===== src/rtl/noc_req_arbiter_if.sv =====
// Request-side bundle between the control FSM array and the NoC request
// arbiter. The arbiter uses the slave view; the FSM array / NoC side uses master.
interface noc_req_arbiter_if #(
  parameter int N_REQ             = 4,
  parameter int ADDR_W            = 10,
  parameter int ADDR_W_ENCODING_W = 3,
  parameter int OPCODE_W          = 2,
  parameter int SRC_ID_W          = 4
);
  // Per-requester request side (flattened, requester i at [i*W +: W])
  logic [N_REQ-1:0]                   req_valid;
  logic [N_REQ*ADDR_W-1:0]            req_addr;
  logic [N_REQ*ADDR_W_ENCODING_W-1:0] req_width;
  logic [N_REQ*SRC_ID_W-1:0]          req_dest;
  logic [N_REQ*OPCODE_W-1:0]          req_opcode;
  logic [N_REQ-1:0]                   req_is_mem;
  logic [N_REQ-1:0]                   arb_won;
  logic [N_REQ-1:0]                   ack;
  logic                               hold_off;

  // Shared NoC request port
  logic                               out_valid;
  logic                               out_ready;
  logic [ADDR_W-1:0]                  out_addr;
  logic [ADDR_W_ENCODING_W-1:0]       out_width;
  logic [SRC_ID_W-1:0]                out_dest;
  logic [OPCODE_W-1:0]                out_opcode;
  logic                               out_is_mem;
  logic [SRC_ID_W-1:0]                out_source_id;

  // Returning acks and tracking
  logic                               ack_in_valid;
  logic [SRC_ID_W-1:0]                ack_in_src_id;
  logic [N_REQ-1:0]                   outstanding;
  logic                               err_unmatched_ack;

  modport slave (
    input  req_valid, req_addr, req_width, req_dest, req_opcode, req_is_mem,
    input  hold_off, out_ready, ack_in_valid, ack_in_src_id,
    output arb_won, ack, out_valid, out_addr, out_width, out_dest, out_opcode,
    output out_is_mem, out_source_id, outstanding, err_unmatched_ack
  );

  modport master (
    output req_valid, req_addr, req_width, req_dest, req_opcode, req_is_mem,
    output hold_off, out_ready, ack_in_valid, ack_in_src_id,
    input  arb_won, ack, out_valid, out_addr, out_width, out_dest, out_opcode,
    input  out_is_mem, out_source_id, outstanding, err_unmatched_ack
  );
endinterface


===== src/rtl/noc_req_arbiter.sv =====
// Round-robin arbiter sharing one NoC request port among N_REQ control FSMs.
// Holds the winning request in a one-entry output register, tracks one
// outstanding request per FSM and routes returning acks by source ID.
module noc_req_arbiter #(
  parameter int N_REQ             = 4,
  parameter int ADDR_W            = 10,
  parameter int ADDR_W_ENCODING_W = 3,
  parameter int OPCODE_W          = 2,
  parameter int SRC_ID_W          = 4,
  parameter int BASE_SRC_ID       = 0
) (
  input  logic             clk,
  input  logic             rst_n,
  noc_req_arbiter_if.slave bus
);
  localparam int IDX_W = (N_REQ > 1) ? $clog2(N_REQ) : 1;

  logic [IDX_W-1:0]  last;
  logic [N_REQ-1:0]  eligible;
  logic [IDX_W-1:0]  winner;
  logic              found;
  logic              grant_en;
  logic [SRC_ID_W:0] ack_off;
  logic              ack_in_range;
  logic [IDX_W-1:0]  ack_idx;
  logic [N_REQ-1:0]  ack_vec;
  logic              err_nxt;
  logic [N_REQ-1:0]  outstanding_nxt;

  // A requester with a request already in flight must not be granted again.
  assign eligible = bus.req_valid & ~bus.outstanding;

  // Round-robin search: first eligible requester starting after the last winner.
  always_comb begin
    int         cand_i;
    logic [IDX_W-1:0] cand;
    // NOTE: every variable gets a default before any conditional assignment, so no latch is inferred.
    winner = '0;
    found  = 1'b0;
    cand_i = 0;
    cand   = '0;
    for (int k = 1; k <= N_REQ; k++) begin
      cand_i = (int'(last) + k) % N_REQ;
      cand   = IDX_W'(cand_i);
      if (!found && eligible[cand]) begin
        found  = 1'b1;
        winner = cand;
      end
    end
  end

  // Grant only when not inhibited and the output slot is free or draining now.
  assign grant_en = ~bus.hold_off & found & (~bus.out_valid | bus.out_ready);

  // Extra MSB catches underflow of src_id - BASE_SRC_ID as out of range.
  assign ack_off      = {1'b0, bus.ack_in_src_id} - (SRC_ID_W+1)'(BASE_SRC_ID);
  assign ack_in_range = (ack_off < (SRC_ID_W+1)'(N_REQ));
  assign ack_idx      = ack_off[IDX_W-1:0];

  // Ack decode and next outstanding mask; a grant in the same cycle sets after the clear.
  always_comb begin
    ack_vec         = '0;
    err_nxt         = 1'b0;
    outstanding_nxt = bus.outstanding;
    if (bus.ack_in_valid) begin
      if (ack_in_range) begin
        ack_vec[ack_idx]         = 1'b1;
        err_nxt                  = ~bus.outstanding[ack_idx];
        outstanding_nxt[ack_idx] = 1'b0;
      end else begin
        err_nxt = 1'b1;
      end
    end
    if (grant_en) outstanding_nxt[winner] = 1'b1;
  end

  // All state and registered outputs; reset drops in-flight work silently.
  always_ff @(posedge clk) begin
    // NOTE: non-blocking assignments so every register sees pre-edge values of the others.
    if (!rst_n) begin
      last                  <= IDX_W'(N_REQ - 1);
      bus.arb_won           <= '0;
      bus.ack               <= '0;
      bus.err_unmatched_ack <= 1'b0;
      bus.outstanding       <= '0;
      bus.out_valid         <= 1'b0;
      bus.out_addr          <= '0;
      bus.out_width         <= '0;
      bus.out_dest          <= '0;
      bus.out_opcode        <= '0;
      bus.out_is_mem        <= 1'b0;
      bus.out_source_id     <= '0;
    end else begin
      bus.ack               <= ack_vec;
      bus.err_unmatched_ack <= err_nxt;
      bus.outstanding       <= outstanding_nxt;
      bus.arb_won           <= '0;
      if (grant_en) begin
        last                <= winner;
        bus.arb_won[winner] <= 1'b1;
        bus.out_valid       <= 1'b1;
        bus.out_addr        <= bus.req_addr[winner*ADDR_W +: ADDR_W];
        bus.out_width       <= bus.req_width[winner*ADDR_W_ENCODING_W +: ADDR_W_ENCODING_W];
        bus.out_dest        <= bus.req_dest[winner*SRC_ID_W +: SRC_ID_W];
        bus.out_opcode      <= bus.req_opcode[winner*OPCODE_W +: OPCODE_W];
        bus.out_is_mem      <= bus.req_is_mem[winner];
        bus.out_source_id   <= SRC_ID_W'(BASE_SRC_ID) + SRC_ID_W'(winner);
      end else if (bus.out_ready) begin
        bus.out_valid       <= 1'b0;
      end
    end
  end
endmodule


===== src/flat_wrapper.sv =====
// flat-port wrapper written by rule: the top's interface ports become plain ports
module noc_req_arbiter_flat 
#(
  parameter int N_REQ             = 4,
  parameter int ADDR_W            = 10,
  parameter int ADDR_W_ENCODING_W = 3,
  parameter int OPCODE_W          = 2,
  parameter int SRC_ID_W          = 4,
  parameter int BASE_SRC_ID       = 0
)
  (clk, rst_n, bus_req_valid, bus_req_addr, bus_req_width, bus_req_dest, bus_req_opcode, bus_req_is_mem, bus_hold_off, bus_out_ready, bus_ack_in_valid, bus_ack_in_src_id, bus_arb_won, bus_ack, bus_out_valid, bus_out_addr, bus_out_width, bus_out_dest, bus_out_opcode, bus_out_is_mem, bus_out_source_id, bus_outstanding, bus_err_unmatched_ack);
  noc_req_arbiter_if #(.N_REQ(N_REQ), .ADDR_W(ADDR_W), .ADDR_W_ENCODING_W(ADDR_W_ENCODING_W), .OPCODE_W(OPCODE_W), .SRC_ID_W(SRC_ID_W)) bus_i ();
  input  logic clk;
  input  logic rst_n;
  input wire logic [$bits(bus_i.req_valid)-1:0] bus_req_valid;
  input wire logic [$bits(bus_i.req_addr)-1:0] bus_req_addr;
  input wire logic [$bits(bus_i.req_width)-1:0] bus_req_width;
  input wire logic [$bits(bus_i.req_dest)-1:0] bus_req_dest;
  input wire logic [$bits(bus_i.req_opcode)-1:0] bus_req_opcode;
  input wire logic [$bits(bus_i.req_is_mem)-1:0] bus_req_is_mem;
  input wire logic [$bits(bus_i.hold_off)-1:0] bus_hold_off;
  input wire logic [$bits(bus_i.out_ready)-1:0] bus_out_ready;
  input wire logic [$bits(bus_i.ack_in_valid)-1:0] bus_ack_in_valid;
  input wire logic [$bits(bus_i.ack_in_src_id)-1:0] bus_ack_in_src_id;
  output wire logic [$bits(bus_i.arb_won)-1:0] bus_arb_won;
  output wire logic [$bits(bus_i.ack)-1:0] bus_ack;
  output wire logic [$bits(bus_i.out_valid)-1:0] bus_out_valid;
  output wire logic [$bits(bus_i.out_addr)-1:0] bus_out_addr;
  output wire logic [$bits(bus_i.out_width)-1:0] bus_out_width;
  output wire logic [$bits(bus_i.out_dest)-1:0] bus_out_dest;
  output wire logic [$bits(bus_i.out_opcode)-1:0] bus_out_opcode;
  output wire logic [$bits(bus_i.out_is_mem)-1:0] bus_out_is_mem;
  output wire logic [$bits(bus_i.out_source_id)-1:0] bus_out_source_id;
  output wire logic [$bits(bus_i.outstanding)-1:0] bus_outstanding;
  output wire logic [$bits(bus_i.err_unmatched_ack)-1:0] bus_err_unmatched_ack;
  assign bus_i.req_valid = bus_req_valid;
  assign bus_i.req_addr = bus_req_addr;
  assign bus_i.req_width = bus_req_width;
  assign bus_i.req_dest = bus_req_dest;
  assign bus_i.req_opcode = bus_req_opcode;
  assign bus_i.req_is_mem = bus_req_is_mem;
  assign bus_i.hold_off = bus_hold_off;
  assign bus_i.out_ready = bus_out_ready;
  assign bus_i.ack_in_valid = bus_ack_in_valid;
  assign bus_i.ack_in_src_id = bus_ack_in_src_id;
  assign bus_arb_won = bus_i.arb_won;
  assign bus_ack = bus_i.ack;
  assign bus_out_valid = bus_i.out_valid;
  assign bus_out_addr = bus_i.out_addr;
  assign bus_out_width = bus_i.out_width;
  assign bus_out_dest = bus_i.out_dest;
  assign bus_out_opcode = bus_i.out_opcode;
  assign bus_out_is_mem = bus_i.out_is_mem;
  assign bus_out_source_id = bus_i.out_source_id;
  assign bus_outstanding = bus_i.outstanding;
  assign bus_err_unmatched_ack = bus_i.err_unmatched_ack;
  noc_req_arbiter #(.N_REQ(N_REQ), .ADDR_W(ADDR_W), .ADDR_W_ENCODING_W(ADDR_W_ENCODING_W), .OPCODE_W(OPCODE_W), .SRC_ID_W(SRC_ID_W), .BASE_SRC_ID(BASE_SRC_ID)) u_core (.clk(clk), .rst_n(rst_n), .bus(bus_i));
endmodule

===== config.mk =====
export PLATFORM = sky130hd
export DESIGN_NAME = noc_req_arbiter_flat
export DESIGN_NICKNAME = d
export VERILOG_FILES = /design/src/rtl/noc_req_arbiter_if.sv /design/src/rtl/noc_req_arbiter.sv /design/src/flat_wrapper.sv
export SDC_FILE = /design/constraint.sdc
export NUM_CORES = 1
export LEC_CHECK = 0
export ABC_AREA = 1
export BUFFER_PORTS_ARGS = -buffer_cell sky130_fd_sc_hd__buf_4
export CAP_MARGIN = 5
export CORE_MARGIN = 4
export CORE_UTILIZATION = 40
export DETAILED_ROUTE_END_ITERATION = 12
export PLACE_DENSITY = 0.83
export SYNTH_ARGS = -nofsm -noshare
export SYNTH_HDL_FRONTEND = slang
export SYNTH_SLANG_ARGS = --single-unit

===== constraint.sdc =====
create_clock -name clk -period 2.4 [get_ports clk]
set_clock_uncertainty 0.05 [all_clocks]
set_input_delay 0.48 -clock clk [delete_from_list [all_inputs] [get_ports clk]]
set_output_delay 0.48 -clock clk [all_outputs]
set_load 0.01 [all_outputs]

Word-level counts from Yosys, hierarchy flattened

Index checks and enable logic that the tools add are counted.

Logic and storage cells: 84
Bits of input ports: 93
Register bits after elaboration: 38
Output and inout port bits: 38

Bitwise operators: 11
$mul: 2
Order comparisons: 9
$add $sub $neg: 4
Multiplexer cells: 30
Reductions and logical operators: 12
Shifts and indexed selects: 4

Operator list:

| kind                                                                                 | count |
|---|---|
| 40-bit by 7-bit indexed part select with 10-bit output                               | 1 |
| 2-bit by 3-bit < comparator with 1-bit output (second input constant)                | 6 |
| 16-bit by 5-bit indexed part select with 4-bit output                                | 1 |
| 1-bit 2-to-1 mux                                                                     | 15 |
| 1-bit binary-select mux with 2-bit select                                            | 6 |
| 4-bit 2-to-1 mux                                                                     | 3 |
| 12-bit by 5-bit indexed part select with 3-bit output                                | 1 |
| 4-bit bitwise AND                                                                    | 2 |
| 2-bit 2-to-1 mux                                                                     | 4 |
| 4-bit NOT                                                                            | 2 |
| 8-bit by 4-bit indexed part select with 2-bit output                                 | 1 |
| 1-bit logical AND                                                                    | 5 |
| 2-bit by 3-bit multiplier with 5-bit output (second input constant)                  | 1 |
| 2-bit by 1-bit adder with 2-bit output (second input constant)                       | 2 |
| 2-bit adder (second input constant)                                                  | 2 |
| 1-bit demux with 2-bit select                                                        | 2 |
| 2-bit by 1-bit greater-or-equal comparator with 1-bit output (second input constant) | 2 |
| 4-bit by 3-bit < comparator with 1-bit output (second input constant)                | 1 |
| 2-bit by 2-bit multiplier with 4-bit output (second input constant)                  | 1 |
| 4-bit OR                                                                             | 1 |
| 2-bit AND reduction                                                                  | 2 |
| 1-bit logical NOT                                                                    | 3 |
| 1-bit NOT                                                                            | 3 |
| 3-bit AND reduction                                                                  | 1 |
| 3 further kinds                                                                      | 4 |

Depth between registers and ports, before layout

Gate-level depths: netlist of run 1.

Depth in word-level cells: 20
Mapped depth: 16
Mapped depth without buffers: 15

Worst setup path before layout of run 1

OpenSTA, ideal clock, no wires.

Path kind: register to register
Start point: register u_core.last[0]
End point: register u_core.bus.out_addr[2]
Arrival time: 1.614 ns
Clock period less this slack: 1.781 ns
Slack: 0.619 ns
Path buffers: 2
Required time: 2.233 ns
Cell stages (with the launch flop): 17
Library setup time: 0.117 ns
Cells stage by stage: dfxtp_1 > buf_4 > inv_4 > nand3_1 > nand2_1 > nand2_1 > nand2_1 > nand2_1 > nand2_1 > nand2_1 > nand2_1 > buf_2 > nand3_1 > nand3_1 > nand2_1 > nor2_1 > nor2_1

Longest elaborated chain between the ends: 15
Elaborated cells on any way between the ends: 30
Classes of those cells: add/sub: 4; mul: 1; shift: 1; mux: 16; bitwise: 2; reduce/logical: 6

RTL lines:

| what                                                                                        | RTL line                                      | source |
|---|---|---|
| from (decl)                                                                                 | noc_req_arbiter.sv:18                         | `logic [IDX_W-1:0] last;` |
| from (signal assigned)                                                                      | noc_req_arbiter.sv:81                         | `last <= IDX_W'(N_REQ - 1);` |
| from (signal assigned)                                                                      | noc_req_arbiter.sv:99                         | `last <= winner;` |
| 2-bit by 1-bit adder with 2-bit output                                                      | noc_req_arbiter.sv:43                         | `cand_i = (int'(last) + k) % N_REQ;` |
| 1-bit binary-select mux with 2-bit select                                                   | noc_req_arbiter.sv:45                         | `if (!found && eligible[cand]) begin` |
| 1-bit 2-to-1 mux (not written as such)                                                      | noc_req_arbiter.sv:45                         |  |
| 1-bit 2-to-1 mux                                                                            | noc_req_arbiter.sv:45                         |  |
| 1-bit logical NOT                                                                           | noc_req_arbiter.sv:45                         |  |
| 1-bit logical AND                                                                           | noc_req_arbiter.sv:45                         |  |
| 1-bit 2-to-1 mux                                                                            | noc_req_arbiter.sv:45                         |  |
| 1-bit logical NOT                                                                           | noc_req_arbiter.sv:45                         |  |
| 1-bit logical AND                                                                           | noc_req_arbiter.sv:45                         |  |
| 1-bit 2-to-1 mux                                                                            | noc_req_arbiter.sv:45                         |  |
| 1-bit logical NOT                                                                           | noc_req_arbiter.sv:45                         |  |
| 1-bit logical AND                                                                           | noc_req_arbiter.sv:45                         |  |
| 2-bit 2-to-1 mux or 1-bit 2-to-1 mux (tied branches)                                        | noc_req_arbiter.sv:45                         |  |
| 2-bit by 3-bit multiplier with 5-bit output or 1-bit bitwise AND (tied branches)            | noc_req_arbiter.sv:102, noc_req_arbiter.sv:53 |  |
| 40-bit by 7-bit indexed part select with 10-bit output or 1-bit bitwise AND (tied branches) | noc_req_arbiter.sv:102, noc_req_arbiter.sv:53 |  |
| to (signal assigned)                                                                        | noc_req_arbiter.sv:102                        | `bus.out_addr <= bus.req_addr[winner*ADDR_W +: ADDR_W];` |
| to (decl)                                                                                   | noc_req_arbiter_if.sv:40                      | `output arb_won, ack, out_valid, out_addr, out_width, out_dest, out_opcode,` |

Parallel ways exist; a longest one is shown, timed or not. The select of a mux whose other input is x is not followed.
A chain may end at the register's enable or synchronous reset.

Worst setup path in the final report of run 1

Start point: register u_core.last[1]
End point: register u_core.bus.out_addr[0]

Same word-level chain as after synthesis.

==> metrics.txt, run 1 <==
Detail Placement HPWL 6688 um; Worst Path Required 2.54 ns; Die Y approximately 87 um; WL/cell between 10 and 15 um; initial antenna violation count 0; synth unique cells 29; synthesized area per cell ~6 um2; Clk pin slew, worst setup/hold paths approximately 0.070 ns; GRT Overall Usage 22.87%; Seq pwr share 20.6%; outcome finished, final reports clean; Num Clock Sinks 38; clk_lat worst skew 0.29 ns; DP Cell Count 610; Leak 2.028 nW; CTS tree done; largest net degree at the start of global routing 42; Tcrit/Tclk final 89.96%; Yosys top cell by area dfxtp_1; crit end category register; max_cap viols 0; area share of xor/xnor cells in the synthesized design 0%; mux cell area share after synthesis 0%; most common cell after layout, fill and taps aside buf_4; register-to-register setup slack about 0.24 ns; CP Max Fanout 21; EDFF count, synth 0; first-pass GRT wire length between 10000 and 15000 um; antenna cells 0; Syn. warnings 0; Synth Area in Adders 0%; share of layout cells above drive strength 1 about 30%; FFs w/ async S/R, synth 0%; IO Pins 131; Final Hold Vio Count 0; pre-CTS WS 0.07746 ns; Synth Area in Compound Gates under 10%; peak supply drop 606.3 uV; Std-Cell Rows 28; routability cong. 0.8422; Hold Buf Count CTS 0; largest family of logic cells by synthesized area simple AND/OR/NAND/NOR gates; CP Class reg2reg; vias 3226; Die W 87.47 um; HP Class in2reg; CP arrival 2.30 ns; final-layout fill cell count 585; Final setup viols 0; DR iter-0 viols around 150; Detail Route Antenna Nets 0; Max clock buf depth 2; 1st-pass router iterations 5; top-area cell type share of the netlist area 30.11%; core area 0.006026 mm2; Tot Pwr about 4.6 mW; Mapped Area approximately 0.0025 mm2; switching part of the total 48.86%; Initial Util 41.92%; WHS 0.4196 ns; sequential share of the synthesized area a little under a third; power density over the cells 1234 mW/mm2; Tmin final 2.159 ns; Root Buffer Master clkbuf_8; most frequent cells in the layout buf_4, nand2_1, nand3_1, inv_1, nor2_1; f_max 463.1 MHz; P_int 2.329 mW; fin worst setup slack around 0.24 ns; Final nets 640; Cells after Synth 424; max-slew violations 0; ys flop type dfxtp_1; Post-Synth Simple-Gate Area 47.10%; Vias per Instance 5.178; area growth from synthesis to layout 46.16%; clock power share 11.3%; Comb pwr share 68.1%; # H-tree levels 2; Routed Wire Length roughly 8700 um; vias in the first global route 3108; Final Non-Filler Cells around 620; setup TNS after final layout 0 ns; synthesized flop and latch total 38; RSZ-0062 raised after global routing false; DRC Markers 0; CTS Buf Count 5; P_sw between 2 and 2.5 mW; port buffer count 128; Total Die Area between 0.007 and 0.008 mm2; CP startpoint kind register; top post-synthesis cells by area dfxtp_1, nand3_1, nand2_1; total gr overflow 0
-- synth_stat cells, drive strengths merged, types with 2 or more instances --
cell type,n
nand2,107
nand3,102
inv,61
nor2,49
dfxtp,38
o21ai,20
buf,19
a21oi,6
clkbuf,6
nor3,4
nand4,3
o211ai,2
o21a,2
-- critical path, cell delays in order (launching register included) --
cell and delay [ns]:
dfxtp_1 0.46, inv_2 0.11, nand2_1 0.10, nand2_2 0.10, o21ai_4 0.25, nand2_1 0.12, nand2_2 0.10, nand3_4 0.17
buf_12 0.21, nand2_1 0.06, nand2_1 0.05, nand2_1 0.05, nand3_1 0.11, nand2_1 0.08, inv_1 0.03
-- final timing paths --
kind                                                   from                     endpoint  depth (start not counted)
worst min register to register  u_core.bus.out_source_id[0]  u_core.bus.out_source_id[0]                          2
worst max register to register               u_core.last[1]       u_core.bus.out_addr[0]                         14
worst max-delay path                         u_core.last[1]       u_core.bus.out_addr[0]                         14
worst min-delay path                   bus_ack_in_src_id[3]            u_core.bus.ack[0]                          4
-- cells by family after synthesis --
| group | after synthesis |
|---|---|
| AND/OR/NAND/NOR | 265 |
| buffers and inverters | 87 |
| flip-flops | 38 |
| other | 1 |
| AO/OA/AOI/OAI | 33 |
-- registers in the layout, summed over array words and instances (netlist names) --
signal,flops
u_core.bus.ack,4
u_core.bus.arb_won,4
u_core.bus.out_valid,1
u_core.bus.out_width,3
u_core.bus.out_opcode,2
u_core.bus.err_unmatched_ack,1
u_core.bus.out_addr,10
u_core.bus.out_dest,4
u_core.bus.out_is_mem,1
u_core.last,2
u_core.bus.out_source_id,2
u_core.bus.outstanding,4
-- final cells by class --
cell class                 instances  area [um2]  area share, %
tap                               75       93.84          2.542
inverter                          62       237.7          6.438
clock buffer                       8       110.1          2.982
multi-input combinational        300        1400          37.92
timing repair buffer             140        1089          29.48
sequential                        38       762.0          20.64
-- per-stage QoR --
stage | utilization, % | area, um2
after floorplan | - | 2530
after global placement | 58.68 | 3536
after detailed placement | 58.68 | 3536
after CTS | 60.51 | 3646
after global routing | 61.27 | 3692
final | 61.27 | 3692
-- routing by layer --
metal	up-vias	part of all wire (%)	global-route usage, %
li1	1587	-	-
met1	1438	36	24.25
met2	173	48	39.25
met3	28	11	7.947
met4	0	4.3	12.69
met5	-	0	0
-- power by group through the flow --
stage,Clock (mW),Combinational [mW],Sequential (mW)
2_1_floorplan,0,1.98,0.991
3_3_place_gp,0,2.87,0.947
3_5_place_dp,0,2.94,0.946
4_1_cts,0.524,2.95,0.935
5_1_grt,0.546,3.45,0.959
6_report,0.513,3.10,0.940
-- repair_timing --
action | 4_1_cts | 5_1_grt
endpoints found under the setup margin | 0 | 20
resized for setup | 0 | 2
buffers inserted | 0 | 5
(Power assumes the default switching activity.)
==> inputs of run 2 (changes only) <==
--- a/config.mk
+++ b/config.mk
@@ -5,13 +5,12 @@
 export SDC_FILE = /design/constraint.sdc
 export NUM_CORES = 1
 export LEC_CHECK = 0
-export ABC_AREA = 1
 export BUFFER_PORTS_ARGS = -buffer_cell sky130_fd_sc_hd__buf_4
 export CAP_MARGIN = 5
 export CORE_MARGIN = 4
 export CORE_UTILIZATION = 40
 export DETAILED_ROUTE_END_ITERATION = 12
-export PLACE_DENSITY = 0.83
+export PLACE_DENSITY = 0.88
 export SYNTH_ARGS = -nofsm -noshare
 export SYNTH_HDL_FRONTEND = slang
 export SYNTH_SLANG_ARGS = --single-unit
==> run 2 against run 1 <==
Total power is 60% lower. Core utilization is 2.9 points higher. Sequential share of layout area is 4.3 points higher. Synthesized area is 22% lower. Combinational power is 80% lower. Clock power is 14% lower. Critical endpoint is now u_core.bus.out_addr[9].
==> metrics.txt, run 2 <==
top post-synthesis cells by area dfxtp_1, mux2i_1, o221ai_1 (was dfxtp_1, nand3_1, nand2_1); first-pass GRT wire length 9673 um (was 13830 um); Detail Placement HPWL 4786 um (was 6688 um); top-area cell type share of the netlist area 38.60% (was 30.11%); initial antenna violation count 0 (unchanged); Clk pin slew, worst setup/hold paths 0.07 ns (about the same); Synth Area in Compound Gates 18.16% (was 7.727%); uppermost layer routed met4 (unchanged); Routed Wire Length 5853 um (was 8743 um); routability cong. 0.7924 (was 0.8422); DR iter-0 viols 65 (was 146); DRC Markers 0 (unchanged); largest family of logic cells by synthesized area multiplexers (was simple AND/OR/NAND/NOR gates); share of layout cells above drive strength 1 45.54% (was 30.11%); sequential share of the synthesized area 38.60% (was 30.11%); Detail Route Antenna Nets 0 (unchanged); met2 routed WL 3025 um (was 4234 um); worst-path cell chain nand2b_4, o32a_1, nand2_4, buf_4, mux2i_1, o221ai_1 (was inv_2, nand2_1, nand2_2, o21ai_4, nand2_1, nand2_2, nand3_4, buf_12, nand2_1, nand2_1, nand2_1, nand3_1, nand2_1, inv_1); CTS Buf Count 5 (unchanged); CP startpoint kind register (unchanged); Total Die Area 0.006114 mm2 (was 0.007651 mm2); Critical Path Slowest Stage Cell o32a_1 (was dfxtp_1); vias 2037 (was 3226); peak supply drop 329.0 uV (was 606.3 uV); DP Cell Count 384 (was 610); FFs w/ async S/R, synth 0% (unchanged); Top reg by flops u_core.bus.out_addr (unchanged); Std-Cell Rows 25 (was 28); P_sw 0.5445 mW (was 2.226 mW); HP Class in2reg (unchanged); Setup Fix Bufs, Post-CTS 0 (unchanged); Worst Path Required 2.50 ns (was 2.54 ns); clk_lat worst skew 0.28 ns (was 0.29 ns); most frequent cells in the layout buf_4, mux2i_1, dfxtp_1, nand2_1, o221ai_1 (was buf_4, nand2_1, nand3_1, inv_1, nor2_1); Post-Synth Simple-Gate Area 15.56% (was 47.10%); Max clock buf depth 2 (unchanged); CP Class reg2reg (unchanged); Final Hold Vio Count 0 (unchanged); met3 WL 600 um (was 955 um); # H-tree levels 2 (unchanged); synth unique cells 38 (was 29); ys flop type dfxtp_1 (unchanged); Seq pwr share 41.1% (was 20.6%); 1st-pass router iterations 4 (was 5); area share of xor/xnor cells in the synthesized design 0% (unchanged); Synth Area in Adders 0% (unchanged); Cells after Synth 199 (was 424); antenna cells 0 (unchanged); Largest register FFs 10 (unchanged); Final nets 417 (was 640); Tmin final 1.976 ns (was 2.159 ns); crit end category register (unchanged); commonest cells in the netlist mux2i_1, dfxtp_1, nand2_1 (was nand2_1, nand3_1, inv_1); Tcrit/Tclk final 82.34% (was 89.96%); setup TNS after final layout 0 ns (unchanged); CP Max Fanout 27 (was 21); largest net degree at the start of global routing 28 (was 42); # resized after CTS 0 (unchanged); total gr overflow 0 (unchanged); IO Pins 131 (unchanged); Final setup viols 0 (unchanged); EDFF count, synth 0 (unchanged); Yosys top cell by area dfxtp_1 (unchanged); count leader, synth mux2i_1 (was nand2_1); vias in the first global route 2167 (was 3108); Syn. warnings 0 (unchanged); max_cap viols 0 (unchanged); P_int 1.277 mW (was 2.329 mW); WL/cell 14.93 um (was 14.03 um); Die W 78.19 um (was 87.47 um); CTS tree done (unchanged); Initial Util 41.45% (was 41.92%); f_max 506.0 MHz (was 463.1 MHz); core area 0.004755 mm2 (was 0.006026 mm2); Num Clock Sinks 38 (unchanged); max-slew violations 0 (unchanged); Root Buffer Master clkbuf_8 (unchanged); Hold Buf Count CTS 0 (unchanged); Mapped Area 0.001971 mm2 (was 0.002526 mm2); outcome finished, final reports clean (unchanged); clock power share 24.3% (was 11.3%); most common cell after layout, fill and taps aside buf_4 (unchanged); Leak 1.546 nW (was 2.028 nW); Final Non-Filler Cells 392 (was 623); GRT Overall Usage 19.67% (was 22.87%); RSZ-0062 raised after global routing false (unchanged); power density over the cells 597.4 mW/mm2 (was 1234 mW/mm2); synthesized flop and latch total 38 (unchanged); area growth from synthesis to layout 54.73% (was 46.16%); switching part of the total 29.89% (was 48.86%); CP arrival 2.08 ns (was 2.30 ns); area taken by multi-input logic gates 0.001099 mm2 (was 0.001400 mm2); Vias per Instance 5.196 (was 5.178); Largest stage delay, worst path 0.39 ns (was 0.46 ns); Comb pwr share 34.6% (was 68.1%); Die Y 78.19 um (was 87.47 um); port buffer count 128 (unchanged); synthesized area per cell 9.903 um2 (was 5.958 um2); final-layout fill cell count 409 (was 585); Metal-1 WL 2128 um (was 3179 um); Reg area 760.7 um2 (was 762.0 um2); mux cell area share after synthesis 21.46% (was 0%)
run 2: worst paths after layout:
kind | slack, ns | start | cells past startpoint | end
setup / recovery | 0.42 | u_core.bus.outstanding[1] | 6 | u_core.bus.out_addr[9]
hold / removal | 0.35 | bus_ack_in_src_id[0] | 2 | u_core.bus.ack[0]
setup reg to reg | 0.42 | u_core.bus.outstanding[1] | 6 | u_core.bus.out_addr[9]
hold reg to reg | 0.42 | u_core.bus.out_addr[4] | 2 | u_core.bus.out_addr[4]
run 2: power by group through the flow:
stage / sequential, mW / clock [mW] / combinational, mW
after floorplan: 0.787 / 0 / 0.329
after global placement: 0.760 / 0 / 0.621
after detailed placement: 0.763 / 0 / 0.638
after CTS: 0.750 / 0.452 / 0.639
after global routing: 0.760 / 0.486 / 0.690
final: 0.749 / 0.442 / 0.630
run 2: kinds of logic (layout without fill, tap and decap cells):
family / Yosys count / after routing
other: 1 / 2
DFF: 38 / 38
AOI/OAI and AO/OA: 43 / 43
and+or+nand+nor: 58 / 58
buffers and inverters: 18 / 143
muxes: 41 / 41
run 2: area by class of cell:
| class | count | area share, % |
|---|---|---|
| Inverter | 3 | 0.3693 |
| Multi-Input combinational cell | 144 | 36.03 |
| Timing Repair Buffer | 132 | 32.91 |
| Clock inverter | 1 | 0.1641 |
| Tap cell | 67 | 2.749 |
| Clock buffer | 7 | 2.831 |
| Sequential cell | 38 | 24.95 |
run 2: metrics by stage:
| stage | utilization, % | setup WS [ns] | hold WS [ns] | cell area, um2 | power, mW |
|---|---|---|---|---|---|
| after detailed placement | 62.21 | 0.2268 | 0.4038 | 2958 | 1.400 |
| after floorplan | - | 0.5113 | 0.4377 | 1974 | 1.116 |
| after global placement | 62.21 | 0.2982 | 0.3957 | 2958 | 1.381 |
| after global routing | 64.13 | 0.2694 | 0.3542 | 3049 | 1.936 |
| final | 64.13 | 0.4239 | 0.3509 | 3049 | 1.822 |
| after CTS | 64.13 | 0.4117 | 0.3425 | 3049 | 1.841 |
run 2: metal layers:
| layer | up-vias | GRT usage (%) |
|---|---|---|
| li1 | 994 | - |
| met1 | 928 | 21.96 |
| met2 | 106 | 35.27 |
| met3 | 9 | 6.307 |
| met4 | 0 | 6.294 |
| met5 | - | 0 |
run 2: critical path: cells and delay by family, from the launching register on:
family	cells	cell delay [ns]
muxes	1	0.25
AOI/OAI and AO/OA	2	0.53
buffers and inverters	1	0.37
and+or+nand+nor	2	0.27
DFF	1	0.36
